## config.mk

```make
export PLATFORM = sky130hd
export DESIGN_NAME = logic_op_sequencer
export DESIGN_NICKNAME = d
export VERILOG_FILES = /design/src/rtl/logic_op_sequencer.sv
export SDC_FILE = /design/constraint.sdc
export NUM_CORES = 1
export LEC_CHECK = 0
export ABC_AREA = 1
export CAP_MARGIN = 20
export CELL_PAD_IN_SITES_DETAIL_PLACEMENT = 0
export CELL_PAD_IN_SITES_GLOBAL_PLACEMENT = 1
export CORE_ASPECT_RATIO = 0.75
export CORE_UTILIZATION = 40
export CTS_CLUSTER_DIAMETER = 40
export CTS_CLUSTER_SIZE = 40
export DETAILED_ROUTE_END_ITERATION = 16
export GPL_ROUTABILITY_DRIVEN = 0
export PLACE_DENSITY = 0.95
export SYNTH_ARGS = -nofsm -noshare
export SYNTH_HDL_FRONTEND = slang
export SYNTH_SLANG_ARGS = --single-unit
```

## constraint.sdc

```tcl
create_clock -name clk -period 2.61 [get_ports clk]
set_input_delay 0.261 -clock clk [delete_from_list [all_inputs] [get_ports clk]]
set_output_delay 0.261 -clock clk [all_outputs]
set_load 0.005 [all_outputs]
```

## src/rtl/logic_op_sequencer.sv

```systemverilog
// Logical/shift execution unit: bitwise ops finish in one registered cycle,
// shifts and rotates advance one bit position per cycle under a down-counter.
module logic_op_sequencer #(
  parameter int WIDTH = 16,
  parameter int CNT_W = 4
) (
  input  logic             clk,
  input  logic             rst,
  input  logic             start,
  input  logic [2:0]       op,
  input  logic [WIDTH-1:0] a,
  input  logic [WIDTH-1:0] b,
  output logic             busy,
  output logic             done,
  output logic [WIDTH-1:0] result,
  output logic             zero,
  output logic             neg
);

  typedef enum logic [1:0] {
    ST_IDLE  = 2'd0,
    ST_SHIFT = 2'd1,
    ST_DONE  = 2'd2
  } state_t;

  localparam logic [CNT_W-1:0] CNT_ONE = {{(CNT_W-1){1'b0}}, 1'b1};

  state_t           state_r;
  state_t           state_nxt_s;
  logic [WIDTH-1:0] work_r;
  logic [CNT_W-1:0] count_r;
  logic [1:0]       sh_op_r;
  logic [WIDTH-1:0] result_r;
  logic             zero_r;
  logic             neg_r;

  logic [CNT_W-1:0] amt_s;
  logic             multi_s;
  logic [WIDTH-1:0] imm_s;
  logic [WIDTH-1:0] step_s;

  // One bit of movement for the latched shift kind (op[1:0] of a 1xx op).
  function automatic logic [WIDTH-1:0] shift_one(input logic [1:0] kind,
                                                 input logic [WIDTH-1:0] v);
    logic [WIDTH-1:0] r;
    case (kind)
      2'b00:   r = {v[WIDTH-2:0], 1'b0};
      2'b01:   r = {1'b0, v[WIDTH-1:1]};
      2'b10:   r = {v[WIDTH-2:0], v[WIDTH-1]};
      2'b11:   r = {v[0], v[WIDTH-1:1]};
      default: r = v;
    endcase
    return r;
  endfunction

  // Single-cycle result; a zero-length shift simply passes a through.
  function automatic logic [WIDTH-1:0] single_cycle(input logic [2:0] o,
                                                    input logic [WIDTH-1:0] x,
                                                    input logic [WIDTH-1:0] y);
    logic [WIDTH-1:0] r;
    case (o)
      3'b000:  r = ~x;
      3'b001:  r = x & y;
      3'b010:  r = x | y;
      3'b011:  r = x ^ y;
      default: r = x;
    endcase
    return r;
  endfunction

  assign amt_s   = b[CNT_W-1:0];
  assign multi_s = op[2] && (amt_s != {CNT_W{1'b0}});
  assign imm_s   = single_cycle(op, a, b);
  assign step_s  = shift_one(sh_op_r, work_r);

  // State register.
  always_ff @(posedge clk) begin
    if (rst) begin
      state_r <= ST_IDLE;
    end else begin
      state_r <= state_nxt_s;
    end
  end

  // Next-state decode; start is only honoured outside SHIFT.
  always_comb begin
    state_nxt_s = ST_IDLE;
    case (state_r)
      ST_IDLE, ST_DONE: begin
        if (start) begin
          if (multi_s) begin
            state_nxt_s = ST_SHIFT;
          end else begin
            state_nxt_s = ST_DONE;
          end
        end else begin
          state_nxt_s = ST_IDLE;
        end
      end
      ST_SHIFT: begin
        if (count_r == CNT_ONE) begin
          state_nxt_s = ST_DONE;
        end else begin
          state_nxt_s = ST_SHIFT;
        end
      end
      default: state_nxt_s = ST_IDLE;
    endcase
  end

  // Status outputs decoded straight from the state register.
  always_comb begin
    busy = 1'b0;
    done = 1'b0;
    case (state_r)
      ST_SHIFT: busy = 1'b1;
      ST_DONE:  done = 1'b1;
      default: begin
        busy = 1'b0;
        done = 1'b0;
      end
    endcase
  end

  // Work register, counter and the held result/flags.
  always_ff @(posedge clk) begin
    if (rst) begin
      work_r   <= {WIDTH{1'b0}};
      count_r  <= {CNT_W{1'b0}};
      sh_op_r  <= 2'b00;
      result_r <= {WIDTH{1'b0}};
      zero_r   <= 1'b0;
      neg_r    <= 1'b0;
    end else begin
      case (state_r)
        ST_SHIFT: begin
          work_r  <= step_s;
          count_r <= count_r - CNT_ONE;
          if (count_r == CNT_ONE) begin
            result_r <= step_s;
            zero_r   <= (step_s == {WIDTH{1'b0}});
            neg_r    <= step_s[WIDTH-1];
          end
        end
        default: begin
          if (start) begin
            if (multi_s) begin
              work_r  <= a;
              count_r <= amt_s;
              sh_op_r <= op[1:0];
            end else begin
              result_r <= imm_s;
              zero_r   <= (imm_s == {WIDTH{1'b0}});
              neg_r    <= imm_s[WIDTH-1];
            end
          end
        end
      endcase
    end
  end

  assign result = result_r;
  assign zero   = zero_r;
  assign neg    = neg_r;

endmodule
```

==> impl_results.md <==
* Netlist area before placement at 3310 µm²
* Global-route wire length before repair at between 15 and 20 mm
* Placeable core area at 7950 µm²
* HPWL Detailed at 7.23 mm
* Height of the die at 80.8 µm
* Switching power share of the total at 33.5%
* Cts-stage hold buffer count at 0
* Via count of the first global-routing pass at 3311
* CP Data Arrival Time at 2.32 ns
* Post-place instance area at 3920 µm²
* Remaining global-route overflow at 0
* Setup repair after global routing missed its margin: false
* Fraction of layout cells with a size suffix above 1 at slightly above 6%
* Clock latency reported for the late side of the worst-skew pair at 0.29 ns
* Clock Pin Slew Worst Setup and Hold Paths at approximately 0.08 ns
* Post-CTS Setup Bufs at 0
* CP startpoint kind: input pin
* Count of pins on the block boundary at 58
* Summed area of non-filler cells in the final layout at 4020 µm²
* Top cell type by total area after synthesis: dfxtp_1
* Clock share of power at 24.8%
* CTS tree: done
* Setup slack of the critical path after layout at 0.526 ns
* Power per standard cell area at slightly above 400 nW/µm²
* Drt first pass iters at 5
* Sw Pwr at 0.000549 W
* Worst setup timing slack at the placement stage at between 0.05 and 0.06 ns
* Number of different library cells in the post-synthesis netlist at 28
* Post-Route Skew at between 0.006 and 0.007 ns
* Number of resized instances in the post-cts repair step at 0
* Number of hold violations in the final report at 0
* Share of the synthesized area in the top cell type at 24.8%
* Register area share after synthesis at between 20% and 30%
* Sum of negative setup slack at 0 ns
* Number of nets in the synthesized netlist at roughly 600
* Maximum resistive drop on vdd at 0.257 mV
* Class of the most critical setup path: input pin to flop
* Fraction of registers with async set or reset after synthesis at 0%
* Library cell with the highest instance count after synthesis: nand2_1
* Root cell of the clock tree: clkbuf_8
* Number of setup violations in the final report at 0
* Achievable frequency at 0.480 GHz
* Crit path cell chain: clkdlybuf4s50_1 > buf_4 > inv_4 > nand3_4 > nor2_1 > nor2_1 > nand3_1 > nor2_1 > nand2_1 > nor2_1 > nand2_1 > a21oi_2
* Post-synth EDFFs at 0
* Most area-consuming cells after synthesis: dfxtp_1 (25%), nand2_1 (14%), ha_1 (13%)
* Average wire per standard cell at 14.5 µm
* Die area at 8640 µm²
* #FFs+latches synth at slightly above 40
* Max-Slew Margin vs Limit at ~45%
* ANT cells at 0
* Count of routing violations after the opening detailed-route iteration at between 200 and 300
* Cells after synthesis at 520
* Initial antenna violation count at 0
* Area delta synth->final at 21.4%
* Internal cell power at 0.00109 W
* DRC viols at 0
* Routed vias at 3519
* Longest individual stage delay on the worst path at 0.59 ns
* Floorplan row count at 28
* Cell type with the highest occurrence count on the critical path: nor2_1
* Endpoint class of the critical path: flop
* Hold Path Class: flop to flop
* CTS Buf Count at 5
* Number of max-cap violations at 0
* X dimension of the die at around 110 µm
* Largest net degree at the start of global routing at 35
* Highest fanout seen on the critical path at 18
* Post-route total power at 0.00164 W
* Final critical-path required period at 2.08 ns
* Sequential power share at between 40 and 50%
* FILL cells at 822
* Total Routing Usage GR at 22.9%
* Number of levels the H-tree was split into at 2
* Post-layout net count at around 640
* Avg Cell Area, Syn at 6.36 µm²
* Leak pwr at 1.82 nW
* Data required time of the worst path at 2.84 ns
* Count of clock tree sinks at between 40 and 50
* Critical-path top delay cell: clkdlybuf4s50_1
* Warnings, synthesis at 0
* Fraction of power consumed by combinational cells at approximately a third
* Routed via count divided by cell count at 5.24
* Predominant post-synthesis flop cell: dfxtp_1
* Number of buffer cells added on primary ports at 57
* Most used standard cells in the synthesized netlist: nand2_1 (120), inv_1 (75), nand3_1 (53), nor2_1 (48), dfxtp_1 (41)
* Tightest Pin Transition at 0.828 ns
* Slew Viols, Final at 0
* Result of the run: finished clean
* Clk buf depth at 2
* Starting Density at between 40 and 50%
* Count of antenna-violating nets left after detailed routing at 0
* Final wirelength at approximately 10 mm
* Final Cycle Share at approximately 80%
## area by class of cell
cell class                      count  area (µm²)  area share, %
Multi-Input combinational cell    371        2030           50.6
Sequential cell                    41         821           20.4
Timing Repair Buffer               67         653           16.3
Inverter                           79         299           7.44
Tap cell                          105         131           3.27
Clock buffer                        8        80.1           1.99
## sequential cells by signal (all words and copies together) (netlist names)
register	cells
count_r	4
sh_op_r	2
work_r	16
state_r	2
zero	1
result	15
neg	1
## layout by cell type, fill, tap and decap left out, drive strengths merged
cell type	n
nand3b	4
o22ai	1
nand2	120
nand3	55
dfxtp	41
buf	10
ha	34
o21ai	36
nor2	53
clkdlybuf4s50	57
o21a	7
a31oi	33
or2	7
clkbuf	8
nand4	9
nor3	2
a21oi	10
inv	79
## logic make-up (layout without fill, tap and decap cells)
logic type | Yosys count | in the layout | share of synthesized area [%]
simple gates | 250 | 250 | 33.4
buf+inv | 108 | 154 | 13.7
compound gates | 87 | 87 | 15.2
flops | 41 | 41 | 24.8
fa+ha+maj | 34 | 34 | 12.9
## worst max-delay path, delay by kind of cell
| kind | cells | cell delay [ns] |
|---|---|---|
| buffers and inverters | 3 | 1.01 |
| AND/OR/NAND/NOR | 8 | 0.93 |
| AO/OA/AOI/OAI | 1 | 0.10 |
## power by group through the flow
stage	logic [W]	clock network [W]	registers, W
after global placement	0.000500	0	0.000726
final	0.000519	0.000406	0.000714
after detailed placement	0.000510	0	0.000727
after global routing	0.000578	0.000434	0.000722
after floorplan	0.000307	0	0.000715
after CTS	0.000514	0.000407	0.000713
## routing by layer
metal | share of wire, % | vias up | GRT usage (%)
met4 | 1.4 | 0 | 5.89
li1 | - | 1772 | -
met1 | 48 | 1587 | 30.8
met3 | 6.1 | 14 | 3.53
met5 | 0 | - | 0
met2 | 45 | 146 | 38.6
## metrics by stage
| stage | hold WS (ns) | utilization, % | std cells |
|---|---|---|---|
| CTS | 0.486 | 50.3 | 670 |
| detailed placement | 0.475 | 49.3 | 662 |
| global placement | 0.474 | 49.3 | 662 |
| floorplan | 0.330 | - | 520 |
| finish | 0.486 | 50.5 | 671 |
| global route | 0.518 | 50.5 | 671 |
## final timing paths
kind	cells after the start	slack, ns	from	end
setup / recovery	12	0.53	op[2]	zero
hold / removal	2	0.49	count_r[1]	count_r[1]
setup reg to reg	7	0.66	sh_op_r[0]	zero
hold reg to reg	2	0.49	count_r[1]	count_r[1]
Power figures use the tool's default switching activity.
